### config.mk
export PLATFORM = sky130hd
export DESIGN_NAME = seq_comparator
export DESIGN_NICKNAME = d
export VERILOG_FILES = /design/src/rtl/seq_cmp_pkg.sv /design/src/rtl/seq_cmp_digit.sv /design/src/rtl/seq_comparator.sv
export SDC_FILE = /design/constraint.sdc
export NUM_CORES = 1
export LEC_CHECK = 0
export ABC_AREA = 0
export BUFFER_PORTS_ARGS = -buffer_cell sky130_fd_sc_hd__buf_2
export CAP_MARGIN = 20
export CORE_ASPECT_RATIO = 0.75
export CORE_MARGIN = 2
export CORE_UTILIZATION = 48
export DETAILED_ROUTE_END_ITERATION = 8
export GPL_TIMING_DRIVEN = 0
export PLACE_DENSITY = 0.73
export SYNTH_ARGS = -nofsm -noshare
export SYNTH_HDL_FRONTEND = slang
export SYNTH_SLANG_ARGS = --single-unit
export TNS_END_PERCENT = 10
### constraint.sdc
create_clock -name clk -period 1.46 [get_ports clk]
set_clock_uncertainty 0.15 [all_clocks]
set_input_delay 0.292 -clock clk [delete_from_list [all_inputs] [get_ports clk]]
set_output_delay 0.292 -clock clk [all_outputs]
set_load 0.02 [all_outputs]
### src/rtl/seq_cmp_pkg.sv
// Shared types and sizing helpers for the digit-serial magnitude comparator.
package seq_cmp_pkg;

  typedef enum logic [1:0] {
    IDLE = 2'd0,
    RUN  = 2'd1,
    DONE = 2'd2
  } seq_cmp_state_e;

  // One-hot comparison result: exactly one bit set while a result is presented.
  typedef struct packed {
    logic lt;
    logic eq;
    logic gt;
  } seq_cmp_res_t;

  // Number of DIGIT_W-bit digits in an N-bit operand.
  function automatic int seq_cmp_num_digits(input int n, input int digit_w);
    return n / digit_w;
  endfunction

  // Digit counter width: ceil(log2(D)), never less than one bit.
  function automatic int seq_cmp_cnt_w(input int n, input int digit_w);
    int d;
    d = n / digit_w;
    return (d <= 2) ? 1 : $clog2(d);
  endfunction

endpackage

### src/rtl/seq_cmp_digit.sv
// Combinational compare of one DIGIT_W-bit digit pair (unsigned).
module seq_cmp_digit #(
  parameter int DIGIT_W = 2
) (
  input  logic [DIGIT_W-1:0] a_digit_i,
  input  logic [DIGIT_W-1:0] b_digit_i,
  output logic               d_lt,
  output logic               d_gt
);

  assign d_lt = (a_digit_i < b_digit_i);
  assign d_gt = (a_digit_i > b_digit_i);

endmodule

### src/rtl/seq_comparator.sv
// Digit-serial unsigned magnitude comparator with valid/ready on both sides.
// Operands are scanned MSB-first, DIGIT_W bits per cycle; the first unequal
// digit decides the result through sticky flags.
// Optional feature: define SEQ_CMP_EARLY_EXIT_EN to leave the scan as soon as
// an unequal digit is found (variable latency). Undefined: fixed D+1 latency.
module seq_comparator
  import seq_cmp_pkg::*;
#(
  parameter int N       = 8,
  parameter int DIGIT_W = 2
) (
  input  logic         clk,
  input  logic         rst_n,
  input  logic         in_valid,
  output logic         in_ready,
  input  logic [N-1:0] a,
  input  logic [N-1:0] b,
  output logic         out_valid,
  input  logic         out_ready,
  output logic         lt,
  output logic         eq,
  output logic         gt
);

  localparam int D     = seq_cmp_num_digits(N, DIGIT_W);
  localparam int CNT_W = seq_cmp_cnt_w(N, DIGIT_W);
  localparam logic [CNT_W-1:0] LAST_CNT = CNT_W'(D - 1);

  seq_cmp_state_e   state_q;
  logic [N-1:0]     a_q, b_q;
  logic [CNT_W-1:0] cnt_q;
  logic             lt_f_q, gt_f_q;
  logic             lt_f_d, gt_f_d;
  logic             out_valid_q;
  seq_cmp_res_t     res_q;
  logic             d_lt, d_gt;
  logic             run_done;

  // Compare the current top digit of both shift registers.
  seq_cmp_digit #(
    .DIGIT_W (DIGIT_W)
  ) u_digit (
    .a_digit_i (a_q[N-1 -: DIGIT_W]),
    .b_digit_i (b_q[N-1 -: DIGIT_W]),
    .d_lt      (d_lt),
    .d_gt      (d_gt)
  );

  // Sticky flag update and RUN exit condition for the current digit.
  always_comb begin
    // NOTE: every signal driven here gets a value on every path, so no latch is inferred.
    lt_f_d   = lt_f_q | (~(lt_f_q | gt_f_q) & d_lt);
    gt_f_d   = gt_f_q | (~(lt_f_q | gt_f_q) & d_gt);
`ifdef SEQ_CMP_EARLY_EXIT_EN
    run_done = (cnt_q == LAST_CNT) || d_lt || d_gt;
`else
    run_done = (cnt_q == LAST_CNT);
`endif
  end

  // FSM, operand shift registers, digit counter, flags and registered result.
  always_ff @(posedge clk or negedge rst_n) begin
    if (!rst_n) begin
      // NOTE: operand registers are cleared on reset too, so no stale operand survives an abort.
      state_q     <= IDLE;
      a_q         <= '0;
      b_q         <= '0;
      cnt_q       <= '0;
      lt_f_q      <= 1'b0;
      gt_f_q      <= 1'b0;
      out_valid_q <= 1'b0;
      res_q       <= '0;
    end else begin
      // NOTE: non-blocking assignments so every register samples pre-edge values.
      unique case (state_q)
        IDLE: begin
          if (in_valid) begin
            a_q     <= a;
            b_q     <= b;
            cnt_q   <= '0;
            lt_f_q  <= 1'b0;
            gt_f_q  <= 1'b0;
            state_q <= RUN;
          end
        end
        RUN: begin
          a_q    <= a_q << DIGIT_W;
          b_q    <= b_q << DIGIT_W;
          lt_f_q <= lt_f_d;
          gt_f_q <= gt_f_d;
          if (run_done) begin
            state_q     <= DONE;
            out_valid_q <= 1'b1;
            res_q.lt    <= lt_f_d;
            res_q.gt    <= gt_f_d;
            res_q.eq    <= ~(lt_f_d | gt_f_d);
          end else begin
            cnt_q <= cnt_q + CNT_W'(1);
          end
        end
        DONE: begin
          if (out_ready) begin
            state_q     <= IDLE;
            out_valid_q <= 1'b0;
            res_q       <= '0;
          end
        end
        default: state_q <= IDLE;
      endcase
    end
  end

  assign in_ready  = (state_q == IDLE);
  assign out_valid = out_valid_q;
  assign lt        = res_q.lt;
  assign eq        = res_q.eq;
  assign gt        = res_q.gt;

endmodule

==> summary.txt, run 1 <==
Floorplanning
  • IO Count: 25
  • Die width: about 64 um
  • Starting Density: between 50% and 60%
  • Die ar.: 3156 um2
  • Die Ht: about 49 um
  • Rows: 16
  • Core Region: about 2600 um2

Power
  • Switching Share: between 40 and 50%
  • Int Power: 2.041 mW
  • Static Leak: 0.7583 nW
  • Final Power: between 3 and 4 mW
  • Switching power: 1.361 mW
  • Sequential share of power: 36.3%
  • Clk pwr share: a little over a tenth
  • Combinational Power Share: 52.7%
  • Pwr Density: roughly 2000 nW/um2
  • Maximum VDD drop: 0.8922 mV

Critical path
  • Reg2Reg Depth: 4
  • WP data required: between 1000 and 1500 ps
  • Reg2Reg Launch Point: state_q[1]
  • Worst R2R Setup Slack: -20 ps
  • Worst setup path category: register to output port
  • Startpoint types: register
  • CP arrival: between 1000 and 1500 ps
  • Launch point of the worst path: state_q[1]
  • RR Endpoint: eq
  • Critical path fanouts, max: 4
  • Critical Path End Type: output port

Detailed routing
  • Vias: 1,113
  • Met2 wire len: around 1.4 mm
  • Met1 Wirelength: approximately 1.3 mm
  • WL per Instance: approximately 14 um
  • Vias per cell: around 5.5
  • Top Layer Used: met4
  • Initial DRC count: 73
  • Drt total wl: about 2.9 mm
  • First-pass iteration count of the detailed router: 4
  • Routed Antenna Nets: 0
  • # DRC: 0
  • DR WL met3: 189 um

Flow run
  • Max-cap check violation count: 0

Logic synthesis
  • Post-synth top area cell: dfrtp_1
  • Post-Synth XOR/XNOR Area: 0%
  • Area contributors post-synth: dfrtp_1 50%, a22oi_1 6.9%, a21oi_1 5.8%
  • Syn Nets: roughly 160
  • Yosys warnings: 0
  • Mux share of post-synthesis cell area: 0.8629%
  • Synth Area in Adders: about 2.9%
  • Syn Area/Cell: about 10 um2
  • #FFs+latches synth: 26
  • Cells after Synth: around 130
  • Largest family of logic cells by synthesized area: compound AO/OA/AOI/OAI gates
  • Top cell type's share of synthesized area: between 40% and 50%
  • Synth Area in Simple Gates: approximately 15%
  • Mapped cell area: between 1000 and 1500 um2
  • Sequential share of the synthesized area: roughly half
  • Synth Area in Compound Gates: a little over a quarter
  • Netlist cell types: 26

Placed design
  • Placed cell areas: ~1500 um2
  • IO Port Bufs: 24
  • Placer Congestion: between 0.8 and 0.9
  • Post-Place Setup Slack: -99.31 ps
  • Hpwl dp: between 2 and 2.5 mm

CTS
  • Clock buffer count from CTS: 3
  • CTS Root Cell: clkbuf_4
  • CTS HTree Levels: 1
  • Clk pin slew, worst setup/hold paths: roughly 150 ps
  • CTS max path bufs: 2
  • Worst skew pair latency: between 300 and 400 ps
  • CTS tree: done
  • Clk sink count: 26

Timing
  • Tcrit/Tclk final: 106.9%
  • FMAX: between 0.6 and 0.7 GHz
  • Final Hold Fails: 0
  • Slew Viols, Final: 0
  • RSZ-0062 raised after global routing: true
  • Max_slew headroom: around three fifths
  • Hold WS: around 27 ps
  • Final min period: between 1500 and 2000 ps
  • Setup Viol. Count Final: 2
  • Setup ws final: -100.3 ps
  • Worst slew pin tran: around 590 ps

Finish
  • Final non-filler cell area: 1660 um2
  • FILL cells: between 200 and 250
  • Share of layout cells above drive strength 1: a little under a third
  • Layout Utilization: ~64%
  • Final #Nets: around 190
  • P&R area growth vs syn: 27.23%
  • Ant. Diodes: 0
  • Most frequent cells in the layout: 25 x buf_2, 25 x dfrtp_1, 14 x o21ai_1

Global route
  • Vias in the first global route: 1,134
  • Global-route wire length before repair: about 5 mm
  • Largest net degree at the start of global routing: 27
  • Gr usage total: around 20%
  • Initial antenna violation count: 0
  • Gr ovfl total: 0

Worst hold path
  • Worst hold endpoint: a_q[1]
  • Min-delay worst type: input pin to register
  • Hold_sp: a[1]
  • Worst hold stages: 2

Run status
  • Outcome: complete, but fails checks
  • Failing checks: setup timing
-- through the flow --
stage,instances,TNS (ps)
after global routing,204,-523.6
after floorplan,134,0
after detailed placement,194,-171.2
final,204,-125.1
after CTS,202,-217.9
after global placement,194,-131.3
-- what timing repair did --
| item | CTS | global route |
|---|---|---|
| pin swaps | 4 | 5 |
| endpoints found under the hold margin | 27 | 0 |
| gates resized for setup | 13 | 9 |
| buffers inserted | 3 | 3 |
| hold buffers | 2 | 0 |
| endpoints found under the setup margin | 3 | 17 |
-- registers in the layout, indices dropped and copies added (netlist names) --
signal and count:
out_valid 1, a_q 8, cnt_q 2, state_q 2, b_q 8, gt 1
lt_f_q 1, gt_f_q 1, lt 1, eq 1
-- cells by family after synthesis --
| group | after synthesis |
|---|---|
| AO/OA/AOI/OAI | 54 |
| adder cells (fa/ha/maj) | 3 |
| buffers and inverters | 12 |
| flip-flops | 26 |
| multiplexers | 1 |
| AND/OR/NAND/NOR | 38 |
-- cell type report --
cell class	instances	area [um2]	area share, %
Buffer	6	70.07	4.220
Clock buffer	4	36.28	2.185
Inverter	4	15.01	0.9043
Multi-Input combinational cell	96	650.6	39.19
Sequential cell	26	651.9	39.26
Tap cell	36	45.04	2.713
Timing Repair Buffer	32	191.4	11.53
-- routing by layer --
metal | global-route usage (%) | up-vias
met5 | 0 | -
met4 | 4.255 | 0
met3 | 5.543 | 4
met2 | 31.94 | 34
met1 | 28.70 | 524
li1 | - | 551
-- worst max path at each step --
stage | endpoint | slack (ps)
global placement | in_ready | -100
CTS | in_ready | -150
detailed placement | in_ready | -100
global route | eq | -140
floorplan | in_ready | 80
finish | in_ready | -100
-- power groups by stage --
stage	clock network (mW)	logic [mW]	registers, mW
after global placement	0	1.41	1.19
after detailed placement	0	1.46	1.21
after CTS	0.382	1.66	1.20
after floorplan	0	1.06	1.22
after global routing	0.401	2.02	1.28
final	0.373	1.79	1.23
-- critical path, cell delays in order (launching register included) --
cell and delay (ps):
dfrtp_2 450, buf_12 130, nor2_4 90, buf_6 110
-- cell usage after synthesis --
library cell   n
a21o_1         1
nor2b_1       12
ha_1           3
o21ai_1       14
and2_1         1
a21oi_1       15
nor2_1         7
clkbuf_1       1
nand2_1        8
a22o_1         5
inv_2          1
nor3_1         2
o21ai_0        2
nand2b_1       2
nand3_1        3
o21bai_4       1
a2bb2oi_1      2
buf_2          4
inv_1          3
dfrtp_1       26
o31ai_1        2
and3_1         1
nand3b_1       2
mux2_2         1
buf_4          3
a22oi_1       12
(Power assumes the default switching activity.)
==> inputs of run 2 (changes only) <==
==> constraint.sdc (replaced) <==
create_clock -name clk -period 1.3 [get_ports clk]
set_clock_uncertainty 0.15 [all_clocks]
set_input_delay 0.26 -clock clk [delete_from_list [all_inputs] [get_ports clk]]
set_output_delay 0.26 -clock clk [all_outputs]
set_load 0.02 [all_outputs]
==> summary.txt, run 2 (same netlist as run 1, synthesis figures left out) <==
Global route
  • Initial antenna violation count: 0 (unchanged)
  • Vias in the first global route: 1,081 (-4.7%)
  • Global-route wire length before repair: 5.002 mm (-0.81%)
  • Largest net degree at the start of global routing: 27 (unchanged)
  • Gr usage total: 20.22% (-0.19 points)
  • Gr ovfl total: 0 (unchanged)

Finish
  • Biggest regs: a_q x8, b_q x8
  • Most frequent cells in the layout: 26 x dfrtp_1, 24 x buf_2, 15 x a21oi_1
  • Layout Utilization: 68.17% (+4.4 points)
  • Ant. Diodes: 0 (unchanged)
  • Most common cell after layout, fill and taps aside: dfrtp_1
  • P&R area growth vs syn: 35.95%
  • FILL cells: 190 (-16%)
  • Final #Nets: 201 (+4.7%)
  • Share of layout cells above drive strength 1: 35.23% (+3.7 points)

Worst hold path
  • Min-delay worst type: input pin to register

Flow run
  • Max-cap check violation count: 0 (unchanged)

Critical path
  • CP arrival: 1180 ps (+60 ps)
  • CP dominant cell by count: buf_6
  • Critical path fanouts, max: 2 (-2)
  • CP max stage delay: 430 ps (-20 ps)
  • WP data required: 890 ps (-130 ps)
  • Critical-path cell list: buf_6 -> buf_8 -> nor2_4 -> buf_6
  • Critical Path End Type: output port
  • Startpoint types: register
  • Worst setup path category: register to output port
  • Slowest-stage cell, CP: dfrtp_1

Timing
  • FMAX: 0.6278 GHz
  • Worst slew pin tran: 584.9 ps (-1.218 ps)
  • Setup ws final: -292.8 ps (-192.4 ps)
  • Max_slew headroom: 61.01% (+0.081 points)
  • Slew Viols, Final: 0 (unchanged)
  • Tcrit/Tclk final: 122.5%
  • RSZ-0062 raised after global routing: true
  • Final min period: about 1600 ps
  • Final Hold Fails: 0 (unchanged)
  • Setup Viol. Count Final: 23 (+21)
  • Setup TNS: -1560 ps (-1435 ps)

CTS
  • Clock buffer count from CTS: 3 (unchanged)
  • CTS tree: done
  • Clk pin slew, worst setup/hold paths: 140 ps (about the same)
  • Worst skew pair latency: 320 ps (about the same)
  • Clk sink count: 26 (unchanged)
  • CTS HTree Levels: 1 (unchanged)
  • CTS Root Cell: clkbuf_4
  • CTS max path bufs: 2 (unchanged)

Detailed routing
  • Top Layer Used: met4
  • Met2 wire len: 1.459 mm (+3.0%)
  • # DRC: 0 (unchanged)
  • DR WL met3: 167 um (-12%)
  • WL per Instance: 14.31 um (-0.46%)
  • Routed Antenna Nets: 0 (unchanged)
  • Met1 Wirelength: 1.387 mm (+7.3%)
  • Vias: 1,147 (+3.1%)
  • Drt total wl: 3.033 mm (+3.4%)
  • Vias per cell: 5.410 (-0.83%)
  • Initial DRC count: 84 (+15%)
  • First-pass iteration count of the detailed router: 4 (unchanged)

Floorplanning
  • Rows: 16 (unchanged)
  • Die width: 64.21 um (unchanged)
  • IO Count: 25 (unchanged)
  • Die Ht: 49.16 um (unchanged)
  • Die ar.: 3156 um2 (unchanged)
  • Starting Density: 50.14% (unchanged)
  • Core Region: 2603 um2 (unchanged)

Power
  • Clk pwr share: 8.6% (-2.4 points)
  • Maximum VDD drop: 1.239 mV (+39%)
  • Final Power: 3.968 mW (+17%)
  • Static Leak: 0.8143 nW (+7.4%)
  • Combinational Power Share: 56.4% (+3.7 points)
  • Switching power: 1.570 mW (+15%)
  • Sequential share of power: 35.0% (-1.3 points)
  • Int Power: 2.398 mW (+17%)
  • Switching Share: 39.57% (-0.44 points)
  • Pwr Density: 2236 nW/um2 (+9.1%)

Run status
  • Failing checks: setup timing
  • Outcome: complete, but fails checks

Placed design
  • Placer Congestion: 0.8445 (-0.30%)
  • IO Port Bufs: 24 (unchanged)
  • Hpwl dp: 1.918 mm (-7.0%)
  • Post-Place Setup Slack: -243.5 ps (-144.2 ps)
[run 2: cell count changes in the layout (fill, tap and decap cells not counted), sizes merged]
cell	previous run	this run
buf	35	42
dlygate4sd3	2	4
clkbuf	5	4
[run 2: repair_timing]
| action | 4_1_cts | 5_1_grt |
|---|---|---|
| pin swaps | 5 | 2 |
| hold endpoints to repair | 29 | 0 |
| buffers inserted | 8 | 2 |
| endpoints found under the setup margin | 23 | 29 |
| gates cloned | 0 | 2 |
| hold buffers | 4 | 0 |
| resized for setup | 20 | 14 |
[run 2: layout make-up]
class / count / area, um2 / area share [%]
well taps: 36 / 45.04 / 2.539
repair buffers: 40 / 267.8 / 15.09
multi-input cells: 96 / 683.2 / 38.50
plain buffers: 7 / 90.09 / 5.078
flip-flops and latches: 26 / 650.6 / 36.67
clock buffers: 3 / 22.52 / 1.269
inverters: 4 / 15.01 / 0.8463
[run 2: path summary, 6_finish.rpt]
kind / startpoint / end / slack [ps] / cells after the start
max: state_q[1] / in_ready / -290 / 4
min: b[5] / b_q[5] / 40 / 3
max reg2reg: state_q[1] / eq / -150 / 4
min reg2reg: a_q[4] / a_q[4] / 360 / 2
max in group asynchronous: rst_n / b_q[4] / 320 / 2
min in group asynchronous: rst_n / lt / 300 / 2
[run 2: through the flow]
step	hold slack, ps	area, um2	instances
after floorplan	-185.6	1338	134
final	39.07	1774	212
after CTS	42.41	1703	209
after global routing	42.00	1774	212
after detailed placement	143.4	1503	194
after global placement	138.4	1503	194
[run 2: power groups by stage]
stage	logic, mW	clock network [mW]	registers, mW
after floorplan	1.25	0	1.39
after global placement	1.64	0	1.36
after detailed placement	1.69	0	1.38
after CTS	2.04	0.349	1.36
after global routing	2.45	0.388	1.43
final	2.24	0.343	1.39
[run 2: worst max-delay path, delay by kind of cell (launching register included)]
| family | cells | cell delay, ps |
|---|---|---|
| flops | 1 | 430 |
| simple gates | 1 | 70 |
| buf+inv | 3 | 360 |
[run 2: layer usage]
layer | vias up | GRT usage (%)
met4 | 0 | 3.191
met3 | 5 | 4.388
met1 | 548 | 27.27
met5 | - | 0
li1 | 563 | -
met2 | 31 | 34.20
==> inputs of run 3 (changes only) <==
--- a/config.mk
+++ b/config.mk
@@ -9,11 +9,12 @@
 export BUFFER_PORTS_ARGS = -buffer_cell sky130_fd_sc_hd__buf_2
 export CAP_MARGIN = 20
 export CORE_ASPECT_RATIO = 0.75
-export CORE_MARGIN = 2
+export CORE_MARGIN = 5
 export CORE_UTILIZATION = 48
 export DETAILED_ROUTE_END_ITERATION = 8
+export GPL_ROUTABILITY_DRIVEN = 0
 export GPL_TIMING_DRIVEN = 0
-export PLACE_DENSITY = 0.73
+export PLACE_DENSITY = 0.8
 export SYNTH_ARGS = -nofsm -noshare
 export SYNTH_HDL_FRONTEND = slang
 export SYNTH_SLANG_ARGS = --single-unit
==> summary.txt, run 3 (same netlist as run 1, synthesis figures left out) <==
Critical path
  • Critical path fanouts, max: 2 (unchanged)
  • Startpoint types: register
  • WP data required: 890 ps (about the same)
  • Reg2Reg Launch Point: state_q[1]
  • CP max stage delay: 450 ps (+20 ps)
  • Critical-path cell list: buf_6 -> buf_8 -> nor2_4 -> buf_6
  • Critical Path End Type: output port
  • Worst setup path category: register to output port
  • RR Endpoint: eq
  • Worst R2R Setup Slack: -320 ps (-170 ps)
  • Launch point of the worst path: state_q[1]
  • Slowest-stage cell, CP: dfrtp_2
  • CP top delay family: flip-flops
  • Reg2Reg Depth: 5 (+1)
  • CP arrival: 1210 ps (+30 ps)
  • CP dominant cell by count: buf_6
  • Buffers & Inverters on Critical Path: 3 (unchanged)

Timing
  • Setup ws final: -317.8 ps (-25.02 ps)
  • Max_slew headroom: 60.10% (-0.91 points)
  • Final min period: 1618 ps (+25.02 ps)
  • Tcrit/Tclk final: 124.4% (+1.9 points)
  • FMAX: 0.6181 GHz (-1.5%)
  • Slew Viols, Final: 0 (unchanged)
  • Final Hold Fails: 0 (unchanged)
  • Setup Viol. Count Final: 28 (+22%)
  • RSZ-0062 raised after global routing: true
  • Setup TNS: -4426 ps (-2866 ps)
  • Worst slew pin tran: 598.6 ps (+13.68 ps)

Detailed routing
  • First-pass iteration count of the detailed router: 4 (unchanged)
  • Vias: 1,189 (+3.7%)
  • Vias per cell: 5.662 (+4.6%)
  • Met1 Wirelength: 1.547 mm (+12%)
  • Top Layer Used: met4
  • Drt total wl: 3.328 mm (+9.7%)
  • WL per Instance: 15.85 um (+11%)
  • Routed Antenna Nets: 0 (unchanged)
  • DR WL met3: 179 um (+7.2%)
  • Met2 wire len: 1.564 mm (+7.2%)
  • Initial DRC count: 84 (unchanged)
  • # DRC: 0 (unchanged)

Worst hold path
  • Min-delay worst type: input pin to register
  • Hold_sp: a[1]
  • Worst hold stages: 2 (-1)
  • Worst hold endpoint: a_q[1]

Global route
  • Gr usage total: 19.18% (-1.0 points)
  • Gr ovfl total: 0 (unchanged)
  • Global-route wire length before repair: 5.720 mm (+14%)
  • Vias in the first global route: 1,231 (+14%)
  • Initial antenna violation count: 0 (unchanged)
  • Largest net degree at the start of global routing: 27 (unchanged)

Placed design
  • Hpwl dp: 2.213 mm (+15%)
  • Placed cell areas: 1503 um2 (unchanged)
  • IO Port Bufs: 24 (unchanged)

CTS
  • Clock buffer count from CTS: 3 (unchanged)
  • Worst skew pair latency: 330 ps (about the same)
  • Clk sink count: 26 (unchanged)
  • Clk pin slew, worst setup/hold paths: 150 ps (about the same)
  • CTS max path bufs: 2 (unchanged)
  • CTS tree: done
  • CTS Root Cell: clkbuf_4
  • CTS HTree Levels: 1 (unchanged)

Finish
  • Final non-filler cell area: 1783 um2 (+0.49%)
  • Share of layout cells above drive strength 1: 39.08% (+3.9 points)
  • FILL cells: 194 (+2.1%)
  • Most common cell after layout, fill and taps aside: dfrtp_1
  • P&R area growth vs syn: 36.63%
  • Final #Nets: 198 (-1.5%)
  • Ant. Diodes: 0 (unchanged)
  • Biggest regs: a_q x8, b_q x8
  • Most frequent cells in the layout: 25 x dfrtp_1, 23 x buf_2, 16 x o21ai_1
  • Multi-input gate area: 690.7 um2 (+1.1%)
  • Register Area: 651.9 um2 (+0.19%)

Floorplanning
  • Rows: 16 (unchanged)
  • Core Region: 2603 um2 (unchanged)
  • Die Ht: 55.16 um (+12%)
  • Starting Density: 50.14% (unchanged)
  • IO Count: 25 (unchanged)
  • Die width: 70.21 um (+9.3%)
  • Die ar.: 3872 um2 (+23%)

Power
  • Pwr Density: 2308 nW/um2 (+3.2%)
  • Static Leak: 0.8072 nW (-0.87%)
  • Maximum VDD drop: 1.242 mV (+0.28%)
  • Final Power: 4.115 mW (+3.7%)

Run status
  • Failing checks: setup timing
  • Outcome: complete, but fails checks

Flow run
  • Max-cap check violation count: 0 (unchanged)
[run 3: layout make-up]
cell class | instances | share of cell area (%)
buffer | 7 | 4.842
clock buffer | 4 | 2.035
inverter | 4 | 0.8421
multi-input combinational | 96 | 38.74
sequential | 26 | 36.56
tap | 36 | 2.526
timing repair buffer | 37 | 14.46
[run 3: worst max path at each step]
| stage | slack [ps] | cells past startpoint | end |
|---|---|---|---|
| floorplan | -20 | 4 | eq |
| global placement | -250 | 4 | in_ready |
| detailed placement | -270 | 4 | in_ready |
| CTS | -350 | 4 | in_ready |
| global route | -370 | 4 | in_ready |
| finish | -320 | 4 | in_ready |
[run 3: metal layers]
metal,vias to the layer above,track usage (%)
li1,565,-
met1,586,24.19
met2,34,33.07
met3,4,5.415
met4,0,5.414
met5,-,0
[run 3: power breakdown]
part / total, mW / internal, mW / switching [mW]
combinational: 2.30 / 1.17 / 1.13
sequential: 1.39 / 1.13 / 0.264
clock: 0.421 / 0.172 / 0.250
[run 3: repair_timing]
action / in CTS / in global routing
buffers inserted: 6 / 4
hold endpoints to repair: 28 / 0
setup endpoints to repair: 29 / 30
hold buffers: 3 / 0
gates resized for setup: 26 / 13
cloned: 0 / 0
pin swaps: 8 / 7
[run 3: worst reg2reg max path, cell delays in order (launching register included)]
cell	delay, ps
dfrtp_2	450
buf_4	140
buf_6	120
nand3b_1	300
and3_1	230
a21o_1	140
[run 3: through the flow]
step / instances / util [%] / hold WS [ps] / worst slack (ps)
floorplan: 134 / - / -185.6 / -16.36
global placement: 194 / 57.74 / 139.3 / -247.1
detailed placement: 194 / 57.74 / 146.8 / -269.9
CTS: 207 / 65.91 / 28.46 / -345.7
global route: 210 / 68.51 / 2.314 / -372.0
finish: 210 / 68.51 / 30.33 / -317.8
